File: src/rtl/cmp_arb_pkg.sv
// -----------------------------------------------------------------------------
// cmp_arb_pkg
// Shared definitions for the comparator-sharing arbiter:
//   - state_t   : arbiter FSM state encoding (IDLE / EVAL / DONE)
//   - NREQ_MIN / NREQ_MAX : supported requester-count range
//   - clog2     : index width helper (never returns less than 1)
// -----------------------------------------------------------------------------
package cmp_arb_pkg;

    typedef enum logic [1:0] {
        IDLE = 2'd0,
        EVAL = 2'd1,
        DONE = 2'd2
    } state_t;

    localparam int NREQ_MIN = 2;
    localparam int NREQ_MAX = 8;

    // Width of a binary index able to address n items; minimum 1 bit.
    function automatic int clog2(input int n);
        int r;
        r = 1;
        for (int unsigned i = 1; i < 31; i++) begin
            if ((32'd1 << i) < n) r = int'(i) + 1;
        end
        return r;
    endfunction

endpackage

File: src/rtl/mag_cmp.sv
// -----------------------------------------------------------------------------
// mag_cmp
// Unsigned magnitude comparator shared by the calculator's operation units.
// Ports:
//   a, b in  BITS : operands
//   lt   out 1    : a < b (unsigned)
// -----------------------------------------------------------------------------
module mag_cmp #(
    parameter int BITS = 8
) (
    input  logic [BITS-1:0] a,
    input  logic [BITS-1:0] b,
    output logic            lt
);

    assign lt = (a < b);

endmodule

File: src/rtl/rr_pick.sv
// -----------------------------------------------------------------------------
// rr_pick
// Combinational round-robin selector. Searches req starting at ptr and
// wrapping modulo NREQ; the first set bit wins.
// Ports:
//   req    in  NREQ : request vector
//   ptr    in  IW   : search start position (0..NREQ-1)
//   win    out NREQ : one-hot winner (all zero when req == 0)
//   win_id out IW   : binary index of the winner (0 when req == 0)
// -----------------------------------------------------------------------------
module rr_pick
    import cmp_arb_pkg::*;
#(
    parameter int  NREQ = 4,
    localparam int IW   = clog2(NREQ)
) (
    input  logic [NREQ-1:0] req,
    input  logic [IW-1:0]   ptr,
    output logic [NREQ-1:0] win,
    output logic [IW-1:0]   win_id
);

    logic          found;
    logic [IW:0]   sum;
    logic [IW-1:0] pos;

    always_comb begin
        win    = '0;
        win_id = '0;
        found  = 1'b0;
        sum    = '0;
        pos    = '0;
        for (int unsigned k = 0; k < NREQ; k++) begin
            // ptr + k wraps at NREQ; one extra bit keeps the sum exact
            // before the conditional subtract.
            sum = {1'b0, ptr} + (IW+1)'(k);
            if (sum >= (IW+1)'(NREQ)) sum = sum - (IW+1)'(NREQ);
            pos = sum[IW-1:0];
            if (!found && req[pos]) begin
                found       = 1'b1;
                win[pos]    = 1'b1;
                win_id      = pos;
            end
        end
    end

endmodule

File: src/rtl/cmp_share_arb.sv
// -----------------------------------------------------------------------------
// cmp_share_arb
// Round-robin controller sharing one mag_cmp among NREQ requesters.
// A winner is chosen in IDLE, its operands are latched, the comparison is
// registered in EVAL and a one-cycle ack is presented in DONE. One result
// per three cycles under continuous load.
// Optional feature: define CMP_ARB_EQ_EN to add the registered eq output.
// Ports:
//   clk   in  1         : clock, rising edge
//   rst   in  1         : synchronous active-high reset
//   req   in  NREQ      : level requests, held until ack
//   a_in  in  NREQ*BITS : operand a, requester i at [i*BITS +: BITS]
//   b_in  in  NREQ*BITS : operand b, same packing
//   gnt   out NREQ      : one-hot owner of the comparator (EVAL cycle)
//   ack   out NREQ      : one-hot result-valid pulse (DONE cycle)
//   lt    out 1         : a < b of the last served request, held
//   busy  out 1         : FSM not in IDLE
//   eq    out 1         : a == b of the last served request (CMP_ARB_EQ_EN)
// -----------------------------------------------------------------------------
module cmp_share_arb
    import cmp_arb_pkg::*;
#(
    parameter int BITS = 8,
    parameter int NREQ = 4
) (
    input  logic                 clk,
    input  logic                 rst,
    input  logic [NREQ-1:0]      req,
    input  logic [NREQ*BITS-1:0] a_in,
    input  logic [NREQ*BITS-1:0] b_in,
    output logic [NREQ-1:0]      gnt,
    output logic [NREQ-1:0]      ack,
    output logic                 lt,
    output logic                 busy
`ifdef CMP_ARB_EQ_EN
    ,
    output logic                 eq
`endif
);

    localparam int IW = clog2(NREQ);

    if (NREQ < NREQ_MIN || NREQ > NREQ_MAX) begin : g_bad_nreq
        $error("cmp_share_arb: NREQ out of supported range");
    end

    state_t          state, state_n;
    logic [IW-1:0]   ptr, ptr_n;
    logic [IW-1:0]   id, id_n;
    logic [BITS-1:0] opa, opa_n;
    logic [BITS-1:0] opb, opb_n;
    logic [NREQ-1:0] gnt_n, ack_n;
    logic            lt_n;
    logic [NREQ-1:0] win;
    logic [IW-1:0]   win_id;
    logic            cmp_lt;
`ifdef CMP_ARB_EQ_EN
    logic            eq_n;
`endif

    // Unpacked views of the operand buses so the winner can be selected by
    // its binary index.
    logic [BITS-1:0] a_arr [NREQ];
    logic [BITS-1:0] b_arr [NREQ];

    for (genvar g = 0; g < NREQ; g++) begin : g_unpack
        assign a_arr[g] = a_in[g*BITS +: BITS];
        assign b_arr[g] = b_in[g*BITS +: BITS];
    end

    rr_pick #(
        .NREQ (NREQ)
    ) u_pick (
        .req    (req),
        .ptr    (ptr),
        .win    (win),
        .win_id (win_id)
    );

    mag_cmp #(
        .BITS (BITS)
    ) u_cmp (
        .a  (opa),
        .b  (opb),
        .lt (cmp_lt)
    );

    assign busy = (state != IDLE);

    always_comb begin
        state_n = state;
        ptr_n   = ptr;
        id_n    = id;
        opa_n   = opa;
        opb_n   = opb;
        gnt_n   = gnt;
        ack_n   = '0;
        lt_n    = lt;
`ifdef CMP_ARB_EQ_EN
        eq_n    = eq;
`endif
        unique case (state)
            IDLE: begin
                if (|req) begin
                    opa_n   = a_arr[win_id];
                    opb_n   = b_arr[win_id];
                    id_n    = win_id;
                    gnt_n   = win;
                    state_n = EVAL;
                end
            end
            EVAL: begin
                lt_n    = cmp_lt;
`ifdef CMP_ARB_EQ_EN
                eq_n    = (opa == opb);
`endif
                gnt_n   = '0;
                // gnt already holds the one-hot form of id.
                ack_n   = gnt;
                state_n = DONE;
            end
            DONE: begin
                if (id == IW'(NREQ - 1)) ptr_n = '0;
                else                     ptr_n = id + 1'b1;
                state_n = IDLE;
            end
            default: begin
                state_n = IDLE;
            end
        endcase
    end

    always_ff @(posedge clk) begin
        if (rst) begin
            state <= IDLE;
            ptr   <= '0;
            id    <= '0;
            opa   <= '0;
            opb   <= '0;
            gnt   <= '0;
            ack   <= '0;
            lt    <= 1'b0;
`ifdef CMP_ARB_EQ_EN
            eq    <= 1'b0;
`endif
        end else begin
            state <= state_n;
            ptr   <= ptr_n;
            id    <= id_n;
            opa   <= opa_n;
            opb   <= opb_n;
            gnt   <= gnt_n;
            ack   <= ack_n;
            lt    <= lt_n;
`ifdef CMP_ARB_EQ_EN
            eq    <= eq_n;
`endif
        end
    end

endmodule

File: config.mk
export PLATFORM = sky130hd
export DESIGN_NAME = cmp_share_arb
export DESIGN_NICKNAME = d
export VERILOG_FILES = /design/src/rtl/cmp_arb_pkg.sv /design/src/rtl/mag_cmp.sv /design/src/rtl/rr_pick.sv /design/src/rtl/cmp_share_arb.sv
export SDC_FILE = /design/constraint.sdc
export NUM_CORES = 1
export LEC_CHECK = 0
export BUFFER_PORTS_ARGS = -buffer_cell sky130_fd_sc_hd__buf_2
export CORE_UTILIZATION = 49
export DETAILED_ROUTE_END_ITERATION = 16
export GPL_TIMING_DRIVEN = 0
export PLACE_DENSITY = 0.79
export SYNTH_ARGS = -nofsm -noshare
export SYNTH_HDL_FRONTEND = slang
export SYNTH_SLANG_ARGS = --single-unit
File: constraint.sdc
create_clock -name clk -period 3.2 [get_ports clk]
set_clock_uncertainty 0.05 [all_clocks]
set_input_delay 0.8 -clock clk [delete_from_list [all_inputs] [get_ports clk]]
set_output_delay 0.8 -clock clk [all_outputs]
set_load 0.02 [all_outputs]
Word level (Yosys, flattened, before mapping) --
Index checks and enable logic that the tools add are counted.
Storage, ports and cells: logic and storage cells 98, register bits 31, output and inout port bits 10, bits of input ports 70
Operators by class: bitwise operators 5, equality and inequality tests 4, order comparisons 14, $add $sub $neg 8, reductions and logical operators 17, muxes and demuxes 42
Operators by type and width (number):
- 8-bit binary-select mux with 2-bit select | 2
- 8-bit 2-to-1 mux | 4
- 2-bit 2-to-1 mux | 10
- 4-bit 2-to-1 mux | 5
- 3-bit greater-or-equal comparator, second input constant | 4
- 2-bit by 3-bit < comparator with 1-bit output, second input constant | 4
- 4-bit bitwise OR | 3
- 1-bit 2-to-1 mux | 11
- 1-bit binary-select mux with 2-bit select | 4
- 1-bit demux with 2-bit select | 4
- 2-bit by 1-bit greater-or-equal comparator with 1-bit output, second input constant | 4
- 8-bit < comparator | 1
- 4-bit one-hot mux with 2 select lines | 1
- 2-bit by 1-bit subtractor with 2-bit output, second input constant | 4
- 1-bit logical AND | 7
- 2-bit by 2-bit adder with 3-bit output, second input constant | 2
- 2-bit equality test, second input constant | 2
- 2-bit one-hot mux with 2 select lines | 1
- 2-bit AND reduction | 2
- 2-bit nonzero test | 2
- 4-bit OR reduction | 1
- 2-bit by 1-bit adder with 3-bit output, second input constant | 1
- 2-bit by 3-bit greater-or-equal comparator with 1-bit output, second input constant | 1
- 1-bit logical NOT | 3
- 7 further kinds | 7

Logic depth before layout (Yosys ltp) --
word-level depth 18, depth in mapped cells 11

Hierarchy --
From an unflattened synthesis, not the netlist that was laid out.
Second synthesis, totals: cell total of the unflattened synthesis 238, area total of the unflattened synthesis 2274.7 µm²
Modules (own cells, without submodules):
- cmp_share_arb | area each 1609.0 µm², cells each 148, seq. area each 620.6 µm², instances 1
- rr_pick | area each 489.2 µm², cells each 65, seq. area each 0.0 µm², instances 1
- mag_cmp | area each 176.4 µm², cells each 25, seq. area each 0.0 µm², instances 1

Worst setup path before layout --
No wires, ideal clock.
path kind register to register, from register ptr[0], to register opa[7], buffers on the path 2, stages on the path, launching flop included 11, setup slack 0.461 ns, data arrival time 2.567 ns, required time 3.028 ns, path through dfxtp_1 -> buf_6 -> inv_1 -> ha_1 -> mux4_2 -> clkinv_2 -> a21oi_2 -> mux2_4 -> buf_6 -> mux2_4 -> a221o_1
Between the ends: cells in the longest elaborated chain, start to end 18, elaborated cells between the ends (all ways) 40
RTL lines:
- start: declaration | RTL line cmp_share_arb.sv:48 | logic [IW-1:0] ptr, ptr_n;
- start signal: assignment | RTL line cmp_share_arb.sv:148 | ptr <= ptr_n;
- branches (longest 13 deep; another with 2-bit by 1-bit adder with 3-bit output)
- 2-bit 2-to-1 mux * | RTL line rr_pick.sv:39 | if (!found && req[pos]) begin
- 2-bit inverter with 3-bit output (not written as such) * | RTL line cmp_share_arb.sv:105 | opa_n = a_arr[win_id];
- 8-bit binary-select mux with 2-bit select * | RTL line cmp_share_arb.sv:105
- 8-bit 2-to-1 mux (not written as such) * (2 in a row) | RTL line cmp_share_arb.sv:105
- end signal: assignment | RTL line cmp_share_arb.sv:150 | opa <= opa_n;
- end: declaration | RTL line cmp_share_arb.sv:50 | logic [BITS-1:0] opa, opa_n;
Mark *: on every way between the ends. The select of a mux whose other input is x is not followed. A chain may end at the register's enable or synchronous reset.

Final worst setup path --
from register ptr[0], to register opb[7]
Between the ends: cells in the longest elaborated chain, start to end 18, elaborated cells between the ends (all ways) 40
RTL lines:
- branches (longest 13 deep; another with 2-bit by 1-bit adder with 3-bit output)
- 2-bit 2-to-1 mux * | RTL line rr_pick.sv:39
- 2-bit inverter with 3-bit output (not written as such) * | RTL line cmp_share_arb.sv:106 | opb_n = b_arr[win_id];
- 8-bit binary-select mux with 2-bit select * | RTL line cmp_share_arb.sv:106
- 8-bit 2-to-1 mux (not written as such) * (2 in a row) | RTL line cmp_share_arb.sv:106
- end signal: assignment | RTL line cmp_share_arb.sv:151 | opb <= opb_n;
- end: declaration | RTL line cmp_share_arb.sv:51 | logic [BITS-1:0] opb, opb_n;
Marked as above.

==> summary.md <==
The count of clock tree sinks came out at 31. The worst path in the final design needs a cycle of 2.95 ns, including I/O delays and setup. The clock reaches the later pin of the worst-skew pair after 0.28 ns. Most utilized layer in the global route result: met2. The fraction of layout cells with a size suffix above 1 is 0.401.

Entering global routing, the biggest net connects 11 pins. The maximum fanout count along the critical path was 17. Final critical-path share of the clock period: 0.922.

The area growth from synthesis to layout came out at 25.8%. The total congestion overflow after global routing is 0. Yosys attributes the largest share of cell area to sky130_fd_sc_hd__dfxtp_1 30%, sky130_fd_sc_hd__ha_1 9.6%, sky130_fd_sc_hd__mux2_4 9.4%.

The top cell type's share of synthesized area came out at 0.299. The critical path goes through buf_6 > inv_1 > ha_1 > mux4_2 > nor3_4 > a22o_2 > nand2_2 > nor2_4 > buf_4 > a221o_1. Buffers placed on the I/O ports in this run total 78. The logs give 83 for the initial detailed-routing violation count and 40 for the number of unique standard cell types used by synthesis. The worst setup path is of the flop to flop kind.

The logs give 4 for the length of the first detailed-routing pass in iterations and 0 ns for the setup total negative slack. The areal power density over the cells works out to 443 nW/µm². The slowest stage of the critical path belongs to the cell sky130_fd_sc_hd__dfxtp_1. The routed layout has 1936 vias. The tools report the type of element capturing the critical path as a flop. The path class of the tightest hold or removal check is flop to flop. The synthesized design contains 31 register bits. Across the VDD grid, the largest voltage drop is 0.227 mV. Actual transition at the worst max-transition pin: 0.496 ns. The worst slew slack as a fraction of its limit is 0.670. Among cell families on the critical path, the largest total delay comes from simple AND/OR/NAND/NOR gates. In the final design database the tool counted 393 nets.

The run gives 339 MHz as the maximum clock frequency. Synthesis produced 223 cells. The run gives 0.250 ns as the final worst slack. From left edge to right edge, the die measures 67.1 µm. The logs give 0.516 for the initial core utilization and 351 for the cell count after placement. The global-route track usage on met2 is 0.413. The cell area that synthesis handed to floorplanning was 2080 µm². The dominant synthesized flop cell was sky130_fd_sc_hd__dfxtp_1. In the final routed layout, each cell accounts on average for 13.1 µm.

The first global-routing pass estimated 7.63 mm of wire. By instance count, the leading cell after synthesis is sky130_fd_sc_hd__nand2_1. Detailed placement finished with a half-perimeter wire length of 3.77 mm.

The logs give 0.0565 for the met3 capacity usage during global routing and 3.12 ns for the data arrival time of the critical path. The core region is 4030 µm². Once the clock tree was built, the resizer swapped 0 gates to a different size. The share of flip-flops with an asynchronous set or reset came out at 0. The die covers 4510 µm². For the initial antenna violation count, the log shows 0. The vias per cell was 5.42; the largest stage delay on the critical path was 0.42 ns. Setup repair after global routing left no endpoint under its margin. The tools report the total setup violations reported at the end of the flow as 0.

The worst hold slack was 0.432 ns. The max capacitance violation total was 0. The worst register-to-register path has a setup slack of 0.25 ns. Net count of the mapped netlist: 309. TritonCTS built the clock tree. Post-CTS setup buffer count: 0.

The count of buffer and inverter cells on the critical path came out at 3. The number of DRC violations after detailed routing is 0, and the yosys synthesis warning count is 0. The run gives 0.649 as the utilization of the core after routing.

The max-slew violation count came out at 0. Counting along the longest clock path gives a buffer depth of 2. 0 antenna diodes ended up in the layout.

The required time at the endpoint of the critical path is 3.37 ns. Root buffer cell: sky130_fd_sc_hd__clkbuf_8. The tools report the hold violation total from the final report as 0. Each instance of the synthesized netlist takes up on average 9.32 µm². For the sequential area share after synthesis, the log shows 0.299. The die span in y is 67.1 µm, and the hold buffer count at CTS is 0. During I/O placement, the number of pins put on the boundary was 80.

Buffers inserted during clock tree synthesis total 5. Summed over all cells, the static leakage comes to 1.23 nW. The congestion estimate from routability-driven global placement came to 0.796.

Summed over all instances, the cell type with the most area after synthesis is sky130_fd_sc_hd__dfxtp_1. The logs give 1795 for the via count of the first global-routing pass and 357 for the count of placed standard cells in the final layout, fillers left out. The startpoint class of the critical path was a flop. The run finished with clean final reports. Clock-pin slew was measured on the worst setup and hold paths at 0.06 ns. The number of placement rows is 23, and the aggregate routed wire length is 4.67 mm. The tools report the global routing met1 resource utilization as 0.256. The commonest cells after synthesis are 38 x sky130_fd_sc_hd__nand2_1, 31 x sky130_fd_sc_hd__dfxtp_1, 16 x sky130_fd_sc_hd__ha_1, 16 x sky130_fd_sc_hd__o21ai_0, 15 x sky130_fd_sc_hd__a221o_1. At the placement stage, the worst setup path has a slack of 0.190 ns.

The run gives 0 as the count of antenna-violating nets left after detailed routing. In this run the number of H-tree levels came out at 2. The global routing usage summed across all routing layers was 0.229.

The synthesized design contains 0 enable-type register cells.
[registers in the layout, summed over array words and instances, names as in the netlist]
register / cells
gnt: 4
ack: 4
id: 2
opa: 8
lt: 1
state: 2
ptr: 2
opb: 8
[routing by layer]
| layer | share of wire | vias up |
|---|---|---|
| met5 | 0 | - |
| li1 | - | 977 |
| met2 | 0.51 | 70 |
| met4 | 0.020 | 0 |
| met3 | 0.049 | 10 |
| met1 | 0.42 | 879 |
[area by class of cell]
cell class	instances	area, µm²
inverters	14	53.8
clock buffers	6	82.6
clock inverters	1	5.00
well taps	50	62.6
multi-input cells	167	1330
fillers	345	1410
flip-flops and latches	31	621
repair buffers	78	390
plain buffers	10	66.3
[logic make-up (layout without fill, tap and decap cells)]
kind of cell               Yosys count  in the layout  share of synthesized area
and+or+nand+nor                     63             63                      0.144
buffers and inverters               25            109                     0.0596
muxes                               27             27                      0.188
DFF                                 31             31                      0.299
adders and majority gates           16             16                     0.0963
AOI/OAI and AO/OA                   61             61                      0.214
[worst paths after layout]
check | from | depth (start not counted) | endpoint
setup / recovery | ptr[0] | 10 | opb[7]
hold / removal | gnt[3] | 1 | ack[3]
setup reg to reg | ptr[0] | 10 | opb[7]
hold reg to reg | gnt[3] | 1 | ack[3]
[per-stage QoR]
stage / power [mW] / instance area (µm²)
floorplan: 0.749 / 2080
global placement: 0.853 / 2530
global route: 1.24 / 2620
CTS: 1.17 / 2620
detailed placement: 0.864 / 2530
finish: 1.16 / 2620
[layout by cell type, fill, tap and decap left out, types with 8 or more instances in the layout]
cell type	instances
sky130_fd_sc_hd__a21oi_1	10
sky130_fd_sc_hd__a221o_1	15
sky130_fd_sc_hd__buf_2	80
sky130_fd_sc_hd__dfxtp_1	31
sky130_fd_sc_hd__ha_1	16
sky130_fd_sc_hd__inv_1	13
sky130_fd_sc_hd__mux2_4	13
sky130_fd_sc_hd__nand2_1	38
sky130_fd_sc_hd__nor2_1	8
sky130_fd_sc_hd__o21ai_0	16
[report_power, final]
part / internal [mW] / switching [mW] / total (mW) / leakage (nW)
sequential: 0.434 / 0.0289 / 0.463 / 0.255
combinational: 0.201 / 0.189 / 0.390 / 0.924
clock: 0.168 / 0.136 / 0.304 / 0.0470
Note: power is estimated with default switching activity, not from simulation.
